<file path="src/rtl/mat_axis_in_fifo_if.sv">
// AXI-Stream bundle (tdata/tvalid/tlast/tready) shared by the input FIFO ports.
// The master drives data/valid/last. The slave drives ready.
interface mat_axis_in_fifo_if #(
    parameter int unsigned DATA_WIDTH = 32
);
    logic [DATA_WIDTH-1:0] tdata;
    logic                  tvalid;
    logic                  tlast;
    logic                  tready;

    modport master (
        output tdata,
        output tvalid,
        output tlast,
        input  tready
    );

    modport slave (
        input  tdata,
        input  tvalid,
        input  tlast,
        output tready
    );
endinterface

</file>
<file path="src/rtl/mat_axis_in_fifo.sv">
// Input-side AXI-Stream buffer in front of mat_mul.
// - A circular FIFO absorbs upstream bursts. Its output is first-word fall-through.
// - tlast is regenerated so that every SIZE-th pushed word closes a matrix frame.
// - With MAT_FRAME_CHECK_EN defined, an upstream tlast that disagrees with the matrix
//   boundary sets a sticky frame_err. clear_err clears it. Data always passes through.
module mat_axis_in_fifo #(
    parameter int unsigned DIM_LOG        = 1,
    parameter int unsigned DIM            = 2 ** DIM_LOG,
    parameter int unsigned SIZE           = DIM * DIM,
    parameter int unsigned SIZE_LOG       = 2 * DIM_LOG,
    parameter int unsigned DATA_WIDTH     = 32,
    parameter int unsigned FIFO_DEPTH_LOG = 3
) (
    input  logic                      s00_axi_aclk,
    input  logic                      s00_axi_aresetn,
    mat_axis_in_fifo_if.slave         s00_axis,
    mat_axis_in_fifo_if.master        m00_axis,
    input  logic                      clear_err,
    output logic                      frame_err,
    output logic [FIFO_DEPTH_LOG:0]   level
);

    localparam int unsigned Depth = 2 ** FIFO_DEPTH_LOG;
    localparam logic [FIFO_DEPTH_LOG:0] LevelFull = (FIFO_DEPTH_LOG + 1)'(Depth);
    localparam logic [SIZE_LOG-1:0] FrameLast = SIZE_LOG'(SIZE - 1);

    // Each entry holds {regenerated last, data}
    logic [DATA_WIDTH:0]       mem [Depth];
    logic [FIFO_DEPTH_LOG-1:0] wr_ptr_q, wr_ptr_d;
    logic [FIFO_DEPTH_LOG-1:0] rd_ptr_q, rd_ptr_d;
    logic [FIFO_DEPTH_LOG:0]   level_q, level_d;
    logic [SIZE_LOG-1:0]       frame_cnt_q, frame_cnt_d;

    logic full, empty, push, pop, frame_end;
    logic [DATA_WIDTH:0] rd_word;

    // Handshake decode, all derived from the registered occupancy
    always_comb begin
        full      = (level_q == LevelFull);
        empty     = (level_q == '0);
        push      = s00_axis.tvalid & ~full;
        pop       = m00_axis.tready & ~empty;
        frame_end = (frame_cnt_q == FrameLast);
    end

    assign s00_axis.tready = ~full;
    assign m00_axis.tvalid = ~empty;
    assign level           = level_q;

    // Fall-through read of the head entry. tlast is gated so it reads 0 while empty.
    always_comb begin
        rd_word        = mem[rd_ptr_q];
        m00_axis.tdata = rd_word[DATA_WIDTH-1:0];
        m00_axis.tlast = rd_word[DATA_WIDTH] & ~empty;
    end

    // Storage array, not reset: stale contents are never visible because of level
    always_ff @(posedge s00_axi_aclk) begin
        if (push) begin
            mem[wr_ptr_q] <= {frame_end, s00_axis.tdata};
        end
    end

    // Next state for the pointers, the occupancy and the frame position
    always_comb begin
        wr_ptr_d    = wr_ptr_q;
        rd_ptr_d    = rd_ptr_q;
        level_d     = level_q;
        frame_cnt_d = frame_cnt_q;
        if (push) begin
            wr_ptr_d    = wr_ptr_q + FIFO_DEPTH_LOG'(1);
            frame_cnt_d = frame_end ? '0 : frame_cnt_q + SIZE_LOG'(1);
        end
        if (pop) begin
            rd_ptr_d = rd_ptr_q + FIFO_DEPTH_LOG'(1);
        end
        unique case ({push, pop})
            2'b10:   level_d = level_q + (FIFO_DEPTH_LOG + 1)'(1);
            2'b01:   level_d = level_q - (FIFO_DEPTH_LOG + 1)'(1);
            default: level_d = level_q;
        endcase
    end

    // FIFO control state registers
    always_ff @(posedge s00_axi_aclk or negedge s00_axi_aresetn) begin
        if (!s00_axi_aresetn) begin
            wr_ptr_q    <= '0;
            rd_ptr_q    <= '0;
            level_q     <= '0;
            frame_cnt_q <= '0;
        end else begin
            wr_ptr_q    <= wr_ptr_d;
            rd_ptr_q    <= rd_ptr_d;
            level_q     <= level_d;
            frame_cnt_q <= frame_cnt_d;
        end
    end

`ifdef MAT_FRAME_CHECK_EN
    logic frame_err_q, frame_err_d;

    // Sticky boundary-mismatch flag. A new mismatch wins over a same-cycle clear.
    always_comb begin
        frame_err_d = frame_err_q;
        if (push && (s00_axis.tlast != frame_end)) begin
            frame_err_d = 1'b1;
        end else if (clear_err) begin
            frame_err_d = 1'b0;
        end
    end

    // Error flag register
    always_ff @(posedge s00_axi_aclk or negedge s00_axi_aresetn) begin
        if (!s00_axi_aresetn) begin
            frame_err_q <= 1'b0;
        end else begin
            frame_err_q <= frame_err_d;
        end
    end

    assign frame_err = frame_err_q;
`else
    // Checker absent: upstream tlast and clear_err are intentionally ignored
    logic unused_check_inputs;
    assign unused_check_inputs = s00_axis.tlast ^ clear_err;
    assign frame_err           = 1'b0;
`endif

endmodule

</file>
<file path="src/flat_wrapper.sv">
// flat-port wrapper written by rule: the top's interface ports become plain ports
module mat_axis_in_fifo_flat 
#(
    parameter int unsigned DIM_LOG        = 1,
    parameter int unsigned DIM            = 2 ** DIM_LOG,
    parameter int unsigned SIZE           = DIM * DIM,
    parameter int unsigned SIZE_LOG       = 2 * DIM_LOG,
    parameter int unsigned DATA_WIDTH     = 32,
    parameter int unsigned FIFO_DEPTH_LOG = 3
)
  (s00_axi_aclk, s00_axi_aresetn, clear_err, frame_err, level, s00_axis_tdata, s00_axis_tvalid, s00_axis_tlast, s00_axis_tready, m00_axis_tdata, m00_axis_tvalid, m00_axis_tlast, m00_axis_tready);
  mat_axis_in_fifo_if #(.DATA_WIDTH(DATA_WIDTH)) s00_axis_i ();
  mat_axis_in_fifo_if #(.DATA_WIDTH(DATA_WIDTH)) m00_axis_i ();
  input  logic s00_axi_aclk;
  input  logic s00_axi_aresetn;
  input  logic clear_err;
  output logic frame_err;
  output logic [FIFO_DEPTH_LOG:0] level;
  input wire logic [$bits(s00_axis_i.tdata)-1:0] s00_axis_tdata;
  input wire logic [$bits(s00_axis_i.tvalid)-1:0] s00_axis_tvalid;
  input wire logic [$bits(s00_axis_i.tlast)-1:0] s00_axis_tlast;
  output wire logic [$bits(s00_axis_i.tready)-1:0] s00_axis_tready;
  output wire logic [$bits(m00_axis_i.tdata)-1:0] m00_axis_tdata;
  output wire logic [$bits(m00_axis_i.tvalid)-1:0] m00_axis_tvalid;
  output wire logic [$bits(m00_axis_i.tlast)-1:0] m00_axis_tlast;
  input wire logic [$bits(m00_axis_i.tready)-1:0] m00_axis_tready;
  assign s00_axis_i.tdata = s00_axis_tdata;
  assign s00_axis_i.tvalid = s00_axis_tvalid;
  assign s00_axis_i.tlast = s00_axis_tlast;
  assign s00_axis_tready = s00_axis_i.tready;
  assign m00_axis_tdata = m00_axis_i.tdata;
  assign m00_axis_tvalid = m00_axis_i.tvalid;
  assign m00_axis_tlast = m00_axis_i.tlast;
  assign m00_axis_i.tready = m00_axis_tready;
  mat_axis_in_fifo #(.DIM_LOG(DIM_LOG), .DIM(DIM), .SIZE(SIZE), .SIZE_LOG(SIZE_LOG), .DATA_WIDTH(DATA_WIDTH), .FIFO_DEPTH_LOG(FIFO_DEPTH_LOG)) u_core (.s00_axi_aclk(s00_axi_aclk), .s00_axi_aresetn(s00_axi_aresetn), .s00_axis(s00_axis_i), .m00_axis(m00_axis_i), .clear_err(clear_err), .frame_err(frame_err), .level(level));
endmodule
</file>
<file path="config.mk">
export PLATFORM = sky130hd
export DESIGN_NAME = mat_axis_in_fifo_flat
export DESIGN_NICKNAME = d
export VERILOG_FILES = /design/src/rtl/mat_axis_in_fifo_if.sv /design/src/rtl/mat_axis_in_fifo.sv /design/src/flat_wrapper.sv
export SDC_FILE = /design/constraint.sdc
export NUM_CORES = 1
export LEC_CHECK = 0
export CORE_MARGIN = 1.5
export CORE_UTILIZATION = 53
export CTS_CLUSTER_DIAMETER = 50
export DETAILED_ROUTE_END_ITERATION = 10
export PLACE_DENSITY_LB_ADDON = 0.1
export RECOVER_POWER = 25
export SETUP_SLACK_MARGIN = 0.2
export SLEW_MARGIN = 20
export SYNTH_ARGS = -nofsm -noshare
export SYNTH_HDL_FRONTEND = slang
export SYNTH_SLANG_ARGS = --single-unit
</file>
<file path="constraint.sdc">
create_clock -name s00_axi_aclk -period 4.4 [get_ports s00_axi_aclk]
set_input_delay 0.88 -clock s00_axi_aclk [delete_from_list [all_inputs] [get_ports s00_axi_aclk]]
set_output_delay 0.88 -clock s00_axi_aclk [all_outputs]
set_load 0.02 [all_outputs]
</file>
**Yosys cells after proc, flatten, opt, wreduce, memory -nomap -nowiden**

Memories as Yosys holds them, arrays and structs flattened.
Index checks and enable logic that the tools add are counted.

- Memory bits (writable): 264
- Bits of input ports: 38
- Word-level logic and storage cells: 25
- Output and inout port bits: 40
- Memories: 1
- Register bits: 12

Memory list:

| name | words | width | rd ports | clocked after Yosys merged registers in | wr ports | line | text |
|---|---|---|---|---|---|---|---|
| u_core.mem | 8 | 33 | 1 | 0 | 1 | mat_axis_in_fifo.sv:28 | `logic [DATA_WIDTH:0] mem [Depth];` |

- Equality and inequality tests: 4
- Add/sub/neg operators: 5
- Multiplexer cells: 4
- Reduce and logical (&&, ||, !) cells: 2
- Bitwise gates (word level): 5

Operator list:

| cell | count |
|---|---|
| $pmux 4 s2 | 1 |
| $add 3x1->3 const B | 2 |
| $add 4x1->4 const B | 1 |
| $eq 2x2->1 const B | 2 |
| $eq 4x4->1 const B | 1 |
| $logic_not 4->1 | 1 |
| $sub 4x1->4 const B | 1 |
| $and 1x1->1 | 3 |
| $add 2x1->2 const B | 1 |
| $eq 2x1->1 const B | 1 |
| $mux 1 | 2 |
| $mux 2 | 1 |
| $not 1->1 | 2 |
| $reduce_bool 2->1 | 1 |

**Longest topological paths before layout**

Gate-level depths: netlist (run 1).

- Depth after elaboration: 5
- Depth in mapped cells: 11
- Mapped depth without buffers: 9

**Worst setup path before layout (run 1)**

Ideal clock, no wire load.

- Path type: reg-to-reg
- From: reg u_core.level_q[1], in the netlist u_core.level[1]
- To: mem u_core.mem[0][0] (netlist bit) (enable)
- Path buffers: 2
- Slack: -398 ps
- Stages on the path, launching flop included: 6
- Arrival time: 4,292 ps
- Clock period less this slack: 4,798 ps
- Library setup time: 506 ps
- Data required time: 3,894 ps
- Cell sequence: dfrtp_1 -> clkbuf_1 -> or4b_1 -> buf_2 -> nand2_4 -> nor4_1

- Longest elaborated chain between the ends: 5

Ends and longest elaborated chain:

| what | line | text |
|---|---|---|
| from (decl) | mat_axis_in_fifo.sv:31 | `logic [FIFO_DEPTH_LOG:0] level_q, level_d;` |
| from (signal assigned) | mat_axis_in_fifo.sv:94 | `level_q <= level_d;` |
| $eq 4x4->1 | mat_axis_in_fifo.sv:39 | `full = (level_q == LevelFull);` |
| $not 1->1 | -- |  |
| net s00_axis_tready | flat_wrapper.sv:22 | `output wire logic [$bits(s00_axis_i.tready)-1:0] s00_axis_tready;` |
| $and 1x1->1 | mat_axis_in_fifo.sv:41 | `push = s00_axis.tvalid & ~full;` |
| $mux 1 | mat_axis_in_fifo.sv:59 | `if (push) begin` |
| $mux 1 (implied by the code) | mat_axis_in_fifo.sv:60 | `mem[wr_ptr_q] <= {frame_end, s00_axis.tdata};` |
| to (decl) | mat_axis_in_fifo.sv:28 |  |

The timed path passes the listed nets, and every way through them passes these cells.

**Final worst setup path (run 1)**

- From: reg u_core.rd_ptr_q[0]
- To: out m00_axis_tdata[0]

- Longest elaborated chain between the ends: 1

Ends and longest elaborated chain:

| what | line | text |
|---|---|---|
| from (decl) | mat_axis_in_fifo.sv:30 | `logic [FIFO_DEPTH_LOG-1:0] rd_ptr_q, rd_ptr_d;` |
| from (signal assigned) | mat_axis_in_fifo.sv:93 | `rd_ptr_q <= rd_ptr_d;` |
| $mem_v2 8x33 | -- |  |
| to (decl) | flat_wrapper.sv:23 | `output wire logic [$bits(m00_axis_i.tdata)-1:0] m00_axis_tdata;` |

No other way between the ends.

==> results of run 1 <==
-- area by class of cell --
type / count / share of cell area
antenna: 1 / 0.000195
clock buffer: 35 / 0.0597
clock inverter: 17 / 0.0133
inverter: 3 / 0.000875
multi-input combinational: 152 / 0.191
sequential: 276 / 0.640
tap: 270 / 0.0263
timing repair buffer: 89 / 0.0683
-- per-stage QoR --
stage	setup WS [ps]	instances
2_1_floorplan	480	455
3_3_place_gp	978	790
3_5_place_dp	952	790
4_1_cts	364	842
5_1_grt	284	843
6_report	454	843
-- metal layers --
metal | track usage | part of all wire
met5 | 0 | 0
met4 | 0.0464 | 0.017
met1 | 0.261 | 0.43
met3 | 0.0326 | 0.037
met2 | 0.309 | 0.51
-- Yosys cell counts --
cell type,number,share of area
a2111oi_0,1,0.00081
a21o_1,1,0.00069
a21oi_1,1,0.00046
buf_12,4,0.0074
buf_2,8,0.0037
buf_4,1,0.00069
buf_6,1,0.0010
clkbuf_1,8,0.0028
clkbuf_4,2,0.0014
conb_1,1,0.00035
dfrtp_1,12,0.028
edfxtp_1,264,0.73
ha_1,6,0.0069
inv_1,2,0.00069
inv_2,1,0.00035
mux2_1,5,0.0052
mux2_2,7,0.0073
mux2_4,25,0.035
mux2i_1,1,0.00092
mux4_1,11,0.027
mux4_2,55,0.11
nand2_1,3,0.0010
nand2_4,1,0.0010
nand2b_1,2,0.0012
nand3_1,4,0.0018
nand3b_1,2,0.0014
nor2_1,5,0.0017
nor2b_1,1,0.00058
nor3_1,4,0.0018
nor4_1,1,0.00058
o21a_1,1,0.00069
o221ai_1,1,0.00081
o41ai_1,1,0.00081
or3b_1,1,0.00081
or4_1,2,0.0014
or4b_1,2,0.0018
xnor2_1,6,0.0049
xor2_1,1,0.00081
-- registers in the layout, summed over array words and instances, names as in the netlist --
signal              count
u_core.frame_cnt_q      2
u_core.level            4
u_core.mem            264
u_core.rd_ptr_q         3
u_core.wr_ptr_q         3
-- path summary, 6_finish.rpt --
check                                              to  cells past startpoint
worst max-delay path                m00_axis_tdata[0]                      4
worst min register to register  u_core.frame_cnt_q[1]                      1
worst max register to register        u_core.level[3]                      6
min in group asynchronous          u_core.rd_ptr_q[0]                      1
worst min-delay path            u_core.frame_cnt_q[1]                      1
max in group asynchronous          u_core.rd_ptr_q[1]                      1
-- cell families after synthesis --
| kind of cell | Yosys count |
|---|---|
| buffers and inverters | 27 |
| DFF | 276 |
| muxes | 104 |
| xor gates and xnor gates | 7 |
| adders and majority gates | 6 |
| AOI/OAI and AO/OA | 6 |
| other | 1 |
| and+or+nand+nor | 28 |
-- critical path: stages (launching register included) --
cell,delay [ps]
dfrtp_4,750
buf_4,360
mux4_1,590
mux2_4,290
clkdlybuf4s50_1,540
-- layout by cell type, fill, tap and decap left out, types with 2 or more instances in the layout --
master / instances
clkbuf_16: 29
or4_1: 2
mux2_1: 5
xnor2_1: 6
nor2_4: 3
edfxtp_1: 264
clkbuf_8: 2
clkinv_2: 7
nand3b_1: 2
mux4_2: 55
mux2_2: 7
clkinv_1: 3
dfrtp_1: 9
clkinv_4: 2
mux4_1: 11
nor2_1: 2
dfrtp_4: 2
nand3_1: 4
buf_4: 13
bufinv_16: 3
ha_1: 6
buf_12: 2
nand2_1: 3
clkbuf_1: 4
dlygate4sd3_1: 18
nor3_2: 4
or4b_1: 2
nand2b_1: 2
inv_1: 2
inv_6: 2
mux2_4: 25
clkdlybuf4s50_1: 56
-- power by group --
| group | total (mW) | switching (mW) | leakage (nW) | internal [mW] |
|---|---|---|---|---|
| sequential | 3.72 | 0.378 | 2.54 | 3.34 |
| combinational | 2.91 | 1.29 | 1.25 | 1.63 |
| clock | 2.35 | 0.938 | 0.468 | 1.42 |
| total | 8.98 | 2.60 | 4.26 | 6.38 |
==> metrics.csv, run 1 <==
stage,metric,value,unit
outcome,status,completed,
setup_path,FF-to-FF Start,u_core.level[2],
setup_path,crit-path max FO,24,
timing,Final Hold Viols,0,
setup_path,CP Launch Type,flip-flop,
logic_synthesis,Ys Warns,0,
cts,TritonCTS Buffers,28,
logic_synthesis,largest family of logic cells by synthesized area,multiplexers,
timing,Setup Viol. Count Final,0,
timing,crit share post-route,0.897,
timing,Min Hold Slack,495,ps
timing,slew at the pin closest to its max-slew limit,1010,ps
detailed_routing,WL per Instance,22.4,um
floorplanning,Site Rows,52,
grt,Total GRT Usage,0.186,
min_path,hold path startpoint,u_core.frame_cnt_q[1],
final_layout,final instance area,0.0129,mm2
floorplanning,die area,0.0213,mm2
final_layout,FF+latch area,0.00824,mm2
cts,"Reg clk slew, reported paths",60,ps
final_layout,Finished Core Util,0.640,
cts,clk_lat worst skew,530,ps
grt,total gr overflow,0,
detailed_routing,drt first pass iters,4,
detailed_routing,DR iter-0 viols,272,
detailed_routing,Routed WL,18800,um
cts,H-tree levels,1,
timing,Clock Skew,11.8,ps
final_layout,nets,594,
timing,fmax,0.253,GHz
cts,CTS Buffer Depth,3,
logic_synthesis,Unique masters post-synth,38,
grt,vias in the first global route,5184,
timing,unrepaired setup endpoints after global routing,false,
cts,Root Driver,clkbuf_16,
final_layout,area growth from synthesis to layout,18.9,%
cts,Clock Sink Count,276,
final_layout,fillcell total,1368,
place,PortBufs,74,
setup_path,CP startpoint,u_core.rd_ptr_q[0],
logic_synthesis,Compound-Gate Fraction of Synth Area,0.00428,
grt,antenna violations before repair,1,
final_layout,multi-input combinational cell area,0.00246,mm2
logic_synthesis,average size of a mapped cell,23.8,um2
setup_path,Setup crit end kind,output pin,
grt,first-pass GRT wire length,29900,um
power,Power Dens Cells,698,mW/mm2
timing,Setup TNS Final,0,ps
cts,CTS tree,done,
logic_synthesis,xor and xnor area share after synthesis,0.00566,
cts,CTS Hold Bufs,0,
place,placer congestion estimate,0.712,
timing,final slew viol count,0,
min_path,HP Class,reg2reg,
setup_path,r2r setup slk,1570,ps
setup_path,CP required,3520,ps
final_layout,ratio of cells with drive above 1 in the final layout,0.280,
detailed_routing,# DRC,0,
cts,postcts setup bufs,0,
detailed_routing,final antenna-violating net count,0,
detailed_routing,Vias,4737,
logic_synthesis,Post-Synthesis Cells,455,
logic_synthesis,sequential element share of the synthesized area,0.760,
floorplanning,Initial Util,0.538,
timing,Tmin final,3950,ps
floorplanning,number of I/O pins,78,
floorplanning,Core Footprint,0.0201,mm2
logic_synthesis,Synth Area in Adders,0.00694,
place,Placed Area,0.0119,mm2
cts,post-cts resize count,0,
logic_synthesis,Synthesized Nets,499,
logic_synthesis,Simple-Gate Fraction of Synth Area,0.0153,
flow_run,max-cap viol count,0,
setup_path,classification of the worst setup path,reg2out,
place,hpwl dp,10000,um
logic_synthesis,post-synthesis mux area share,0.189,
power,Peak VDD IR,0.477,mV
logic_synthesis,Yosys reg bits,276,
setup_path,Worst Path Arrival,3070,ps
timing,Max transition margin,0.329,
floorplanning,chip height,146,um
detailed_routing,vias per cell,5.62,
floorplanning,die extent in x,146,um
grt,largest net degree at the start of global routing,69,
power,LEAKAGE,4.26,nW
logic_synthesis,post-synth design cell area,0.0108,mm2
power,Total Power,8.98,mW
Note: power is estimated with default switching activity, not from simulation.
==> run 2: changes to the inputs <==
==> constraint.sdc (replaced) <==
create_clock -name s00_axi_aclk -period 4.4 [get_ports s00_axi_aclk]
set_input_delay 0.88 -clock s00_axi_aclk [delete_from_list [all_inputs] [get_ports s00_axi_aclk]]
set_output_delay 0.88 -clock s00_axi_aclk [all_outputs]
set_load 0.05 [all_outputs]
==> run 2 against run 1 <==
Against the previous run:
- combinational power rose by 25%
- power rose by 7.4%
- global-route usage fell by 0.45 points
==> metrics.csv, run 2 (synthesis gave the netlist of run 1 again) <==
stage,metric,value,unit,change
detailed_routing,vias per cell,5.63,,was 5.62
final_layout,area growth from synthesis to layout,18.9,%,about the same
min_path,HP Class,reg2reg,,unchanged
cts,"Reg clk slew, reported paths",60,ps,about the same
power,Peak VDD IR,0.430,mV,was 0.477 mV
min_path,hold path startpoint,u_core.frame_cnt_q[1],,unchanged
final_layout,Largest Register,u_core.mem,,unchanged
floorplanning,die area,0.0213,mm2,unchanged
power,Total Power,9.65,mW,was 8.98 mW
detailed_routing,# DRC,0,,unchanged
floorplanning,Core Footprint,0.0201,mm2,unchanged
final_layout,most frequent cells in the layout,"edfxtp_1 (264), mux4_2 (55), clkdlybuf4s50_1 (55)",,"was edfxtp_1 (264), clkdlybuf4s50_1 (56), mux4_2 (55)"
setup_path,CP cell instances,"buf_12, mux4_2, mux2_4, clkdlybuf4s50_1",,"was buf_4, mux4_1, mux2_4, clkdlybuf4s50_1"
power,Power Dens Cells,749,mW/mm2,was 698 mW/mm2
cts,Root Driver,clkbuf_16,,unchanged
setup_path,CP Launch Type,flip-flop,,unchanged
timing,Tmin final,4050,ps,was 3950 ps
timing,final slew viol count,0,,unchanged
timing,Max transition margin,0.336,,was 0.329
floorplanning,die extent in x,146,um,unchanged
cts,Clock Sink Count,276,,unchanged
cts,CTS Hold Bufs,0,,unchanged
place,PortBufs,74,,unchanged
place,placer congestion estimate,0.715,,was 0.712
setup_path,FF-to-FF Start,u_core.level[2],,unchanged
timing,crit share post-route,0.921,,was 0.897
cts,CTS tree,done,,unchanged
detailed_routing,final antenna-violating net count,0,,unchanged
setup_path,Setup crit end kind,output pin,,unchanged
flow_run,max-cap viol count,0,,unchanged
final_layout,ratio of cells with drive above 1 in the final layout,0.267,,was 0.280
floorplanning,Initial Util,0.538,,unchanged
grt,Total GRT Usage,0.182,,was 0.186
cts,CTS Buffer Depth,3,,unchanged
detailed_routing,DR iter-0 viols,253,,was 272
grt,first-pass GRT wire length,28800,um,was 29900 um
detailed_routing,drt first pass iters,4,,unchanged
setup_path,classification of the worst setup path,reg2out,,unchanged
final_layout,Finished Core Util,0.640,,about the same
outcome,status,completed,,unchanged
final_layout,max reg flops,264,,unchanged
cts,clk_lat worst skew,520,ps,was 530 ps
setup_path,CP startpoint,u_core.rd_ptr_q[1],,was u_core.rd_ptr_q[0]
power,LEAKAGE,4.25,nW,was 4.26 nW
final_layout,nets,594,,unchanged
setup_path,CP required,3520,ps,about the same
timing,Clock Skew,9.31,ps,was 11.8 ps
final_layout,"most common cell after layout, fill and taps aside",edfxtp_1,,unchanged
timing,Setup Viol. Count Final,0,,unchanged
cts,postcts setup bufs,0,,unchanged
setup_path,Worst Path Arrival,3170,ps,was 3070 ps
grt,antenna violations before repair,2,,was 1
setup_path,Critical-path top delay cell,dfrtp_2,,was dfrtp_4
timing,slew at the pin closest to its max-slew limit,995,ps,was 1010 ps
cts,post-cts resize count,0,,unchanged
setup_path,crit-path max FO,40,,was 24
detailed_routing,Vias,4748,,was 4737
cts,H-tree levels,1,,unchanged
timing,Final Hold Viols,0,,unchanged
floorplanning,number of I/O pins,78,,unchanged
cts,TritonCTS Buffers,28,,unchanged
final_layout,fillcell total,1340,,was 1368
timing,unrepaired setup endpoints after global routing,false,,unchanged
timing,fmax,0.247,GHz,was 0.253 GHz
grt,vias in the first global route,5109,,was 5184
grt,largest net degree at the start of global routing,45,,was 69
detailed_routing,WL per Instance,21.9,um,was 22.4 um
timing,Setup TNS Final,0,ps,unchanged
detailed_routing,Routed WL,18500,um,was 18800 um
floorplanning,Site Rows,52,,unchanged
floorplanning,chip height,146,um,unchanged
place,hpwl dp,10000,um,about the same
grt,total gr overflow,0,,unchanged
setup_path,"slowest stage delay, CP",1010,ps,was 750 ps
run 2: changes by cell type in the layout (fill, tap and decap cells not counted), moves of 2 or more:
cell and delta:
clkinvlp_4 +2, clkinv_1 +6, inv_6 -2, clkbuf_8 -2, clkinv_2 -5
run 2: per-layer routing:
metal / GRT usage / part of all wire
met5: 0 / 0
met4: 0.0429 / 0.015
met3: 0.0335 / 0.040
met2: 0.309 / 0.51
met1: 0.247 / 0.43
run 2: path summary, 6_finish.rpt:
path,end,slack (ps),cells past startpoint
max in group asynchronous,u_core.rd_ptr_q[0],3180,1
setup / recovery,m00_axis_tdata[24],350,4
setup reg to reg,u_core.level[3],1580,6
hold reg to reg,u_core.frame_cnt_q[1],520,1
min in group asynchronous,u_core.level[2],790,1
hold / removal,u_core.frame_cnt_q[1],520,1
run 2: layout make-up:
class | instances | area [um2] | share of cell area
multi-input combinational | 152 | 2460 | 0.191
tap | 270 | 338 | 0.0262
clock inverter | 18 | 188 | 0.0146
timing repair buffer | 89 | 891 | 0.0692
antenna | 1 | 2.50 | 0.000194
clock buffer | 34 | 744 | 0.0578
inverter | 3 | 11.3 | 0.000875
sequential | 276 | 8230 | 0.640
run 2: power breakdown:
group          internal (mW)  total, mW  switching [mW]  leakage (nW)
Combinational           1.63       3.65            2.02          1.26
Clock                   1.43       2.35           0.922         0.446
Sequential              3.34       3.64           0.302          2.54
Total                   6.40       9.65            3.25          4.25
run 2: critical path, delay by kind of cell (launching register included):
kind | cells | cell delay, ps
buf+inv | 2 | 980
mux | 2 | 610
flops | 1 | 1010
run 2: through the flow:
step                instances  setup slack [ps]  hold slack, ps  cell area (um2)
floorplan                 455               144             468            10800
global placement          790               849             481            11900
detailed placement        790               855             516            11900
CTS                       842               281             530            12900
global route              843               229             546            12900
finish                    843               348             516            12900
==> run 3: changes to the inputs <==
--- a/config.mk
+++ b/config.mk
@@ -9,6 +9,8 @@
 export CORE_UTILIZATION = 53
 export CTS_CLUSTER_DIAMETER = 50
 export DETAILED_ROUTE_END_ITERATION = 10
+export GPL_TIMING_DRIVEN = 0
+export MAX_ROUTING_LAYER = met4
 export PLACE_DENSITY_LB_ADDON = 0.1
 export RECOVER_POWER = 25
 export SETUP_SLACK_MARGIN = 0.2
==> run 3 against run 2 <==
Against the previous run:
- die area is the same
- sequential share of layout area fell by 1.8 points
- register-to-register slack got worse by 50 ps
- critical path depth unchanged
- critical path type unchanged
- fmax increased by 0.70%
- largest power group unchanged
- critical endpoint is now m00_axis_tdata[27]
- largest cell class unchanged
- highest routed layer unchanged
- clock power is 7% higher
- first-iteration DRC count is 11% higher
- global-route usage grew 1.4 points
- sequential power shrank 4%
- hold slack worse by 14 ps
- count of clock-buffer cells in the layout decreased by 3
==> metrics.csv, run 3 (synthesis gave the netlist of run 1 again) <==
stage,metric,value,unit,change
setup_path,CP startpoint,u_core.rd_ptr_q[2],,was u_core.rd_ptr_q[1]
setup_path,CP cell instances,"clkbuf_1, clkbuf_1, mux2_2, clkdlybuf4s50_1",,"was buf_12, mux4_2, mux2_4, clkdlybuf4s50_1"
min_path,hold path startpoint,u_core.frame_cnt_q[1],,unchanged
timing,Tmin final,4020,ps,was 4050 ps
cts,"Reg clk slew, reported paths",60,ps,about the same
timing,unrepaired setup endpoints after global routing,false,,unchanged
place,Placed Area,0.0122,mm2,was 0.0119 mm2
setup_path,Setup crit end kind,output pin,,unchanged
cts,postcts setup bufs,0,,unchanged
min_path,Hold Path Stages,1,,unchanged
floorplanning,chip height,146,um,unchanged
cts,CTS Hold Bufs,0,,unchanged
detailed_routing,Vias,4930,,was 4748
power,Peak VDD IR,0.483,mV,was 0.430 mV
detailed_routing,# DRC,0,,unchanged
timing,Min Hold Slack,502,ps,was 516 ps
final_layout,max reg flops,264,,unchanged
place,placer congestion estimate,0.703,,was 0.715
detailed_routing,final antenna-violating net count,0,,unchanged
setup_path,Reg-to-Reg End,u_core.level[3],,unchanged
cts,H-tree levels,1,,unchanged
floorplanning,number of I/O pins,78,,unchanged
setup_path,most frequent CP cell,clkbuf_1,,
detailed_routing,Routed WL,19400,um,was 18500 um
setup_path,CP Launch Type,flip-flop,,unchanged
setup_path,FF-to-FF path depth,8,,was 6
grt,first-pass GRT wire length,30000,um,was 28800 um
floorplanning,die area,0.0213,mm2,unchanged
setup_path,crit-path max FO,10,,was 40
min_path,Min-Delay Endpoint,u_core.frame_cnt_q[1],,unchanged
detailed_routing,drt first pass iters,4,,unchanged
detailed_routing,WL per Instance,22.1,um,was 21.9 um
timing,Setup Viol. Count Final,0,,unchanged
cts,TritonCTS Buffers,29,,was 28
setup_path,FF-to-FF Start,u_core.level[1],,was u_core.level[2]
final_layout,area growth from synthesis to layout,22.4,%,was 18.9%
cts,Clock Sink Count,276,,unchanged
place,PortBufs,74,,unchanged
floorplanning,Site Rows,52,,unchanged
cts,CTS tree,done,,unchanged
detailed_routing,vias per cell,5.62,,was 5.63
timing,slew at the pin closest to its max-slew limit,744,ps,was 995 ps
cts,Root Driver,clkbuf_16,,unchanged
final_layout,"most common cell after layout, fill and taps aside",edfxtp_1,,unchanged
setup_path,classification of the worst setup path,reg2out,,unchanged
setup_path,Worst Path Arrival,3140,ps,was 3170 ps
power,LEAKAGE,4.45,nW,was 4.25 nW
grt,largest net degree at the start of global routing,21,,was 45
setup_path,Critical-path top delay cell,clkdlybuf4s50_1,,was dfrtp_2
final_layout,fillcell total,1301,,was 1340
cts,clk_lat worst skew,540,ps,was 520 ps
floorplanning,Core Footprint,0.0201,mm2,unchanged
final_layout,final instance area,0.0132,mm2,was 0.0129 mm2
cts,CTS Buffer Depth,3,,unchanged
setup_path,Top Family by Delay on Critical Path,buffers and inverters,,was flip-flops
final_layout,ratio of cells with drive above 1 in the final layout,0.310,,was 0.267
timing,Clock Skew,12.7,ps,was 9.31 ps
floorplanning,die extent in x,146,um,unchanged
final_layout,Finished Core Util,0.659,,was 0.640
grt,Total GRT Usage,0.196,,was 0.182
setup_path,CP required,3520,ps,about the same
place,hpwl dp,12600,um,was 10000 um
timing,crit share post-route,0.915,,was 0.921
power,Power Dens Cells,756,mW/mm2,was 749 mW/mm2
min_path,HP Class,reg2reg,,unchanged
detailed_routing,DR iter-0 viols,280,,was 253
timing,fmax,0.249,GHz,was 0.247 GHz
setup_path,r2r setup slk,1530,ps,was 1580 ps
final_layout,most frequent cells in the layout,"edfxtp_1 (264), mux4_2 (55), clkdlybuf4s50_1 (54)",,"was edfxtp_1 (264), mux4_2 (55), clkdlybuf4s50_1 (55)"
cts,post-cts resize count,0,,unchanged
timing,final slew viol count,0,,unchanged
timing,Max transition margin,0.504,,was 0.336
setup_path,CP bufs+invs,3,,was 2
final_layout,Largest Register,u_core.mem,,unchanged
outcome,status,completed,,unchanged
timing,Setup TNS Final,0,ps,unchanged
timing,Final Hold Viols,0,,unchanged
flow_run,max-cap viol count,0,,unchanged
grt,total gr overflow,0,,unchanged
setup_path,"slowest stage delay, CP",710,ps,was 1010 ps
floorplanning,Initial Util,0.538,,unchanged
final_layout,nets,628,,was 594
grt,vias in the first global route,5242,,was 5109
grt,antenna violations before repair,1,,was 2
[run 3: routing by layer]
metal | track usage | vias up | wire (um)
met5 | - | - | 0
met2 | 0.322 | 104 | 9930
met3 | 0.0292 | 22 | 786
met4 | 0.0429 | 0 | 257
li1 | - | 2193 | -
met1 | 0.263 | 2611 | 8460
[run 3: stage by stage]
step	cells	total power, mW	worst slack [ps]
2_1_floorplan	455	6.40	144
3_3_place_gp	799	7.46	-2340
3_5_place_dp	823	7.62	871
4_1_cts	877	10.1	321
5_1_grt	878	10.4	232
6_report	878	10.0	376
[run 3: worst max-delay path by stage]
| stage | cells past startpoint | end | slack, ps |
|---|---|---|---|
| 4_1_cts | 4 | m00_axis_tdata[27] | 320 |
| 5_1_grt | 4 | m00_axis_tdata[30] | 230 |
| 3_5_place_dp | 4 | m00_axis_tdata[27] | 870 |
| 6_report | 4 | m00_axis_tdata[27] | 380 |
| 3_3_place_gp | 3 | u_core.mem[6][8] | -2340 |
| 2_1_floorplan | 5 | u_core.mem[4][0] | 140 |
[run 3: where the power goes]
group	internal (mW)	leakage [nW]	total [mW]	switching, mW
Combinational	1.76	1.42	4.02	2.26
Clock	1.54	0.496	2.51	0.975
Sequential	3.33	2.54	3.48	0.149
[run 3: worst register-to-register path: cells and delay by family, from the launching register on]
kind	cells	cell delay, ps
AOI/OAI and AO/OA	2	670
buffers and inverters	2	360
DFF	1	380
and+or+nand+nor	3	1040
adders and majority gates	1	280
[run 3: cell type report]
cell class	instances	area [um2]	area share
clock buffer	31	753	0.0569
antenna	1	2.50	0.000189
buffer	24	184	0.0139
clock inverter	23	259	0.0196
tap	270	338	0.0255
timing repair buffer	98	1000	0.0758
inverter	3	11.3	0.000850
sequential	276	8230	0.621
multi-input combinational	152	2460	0.186
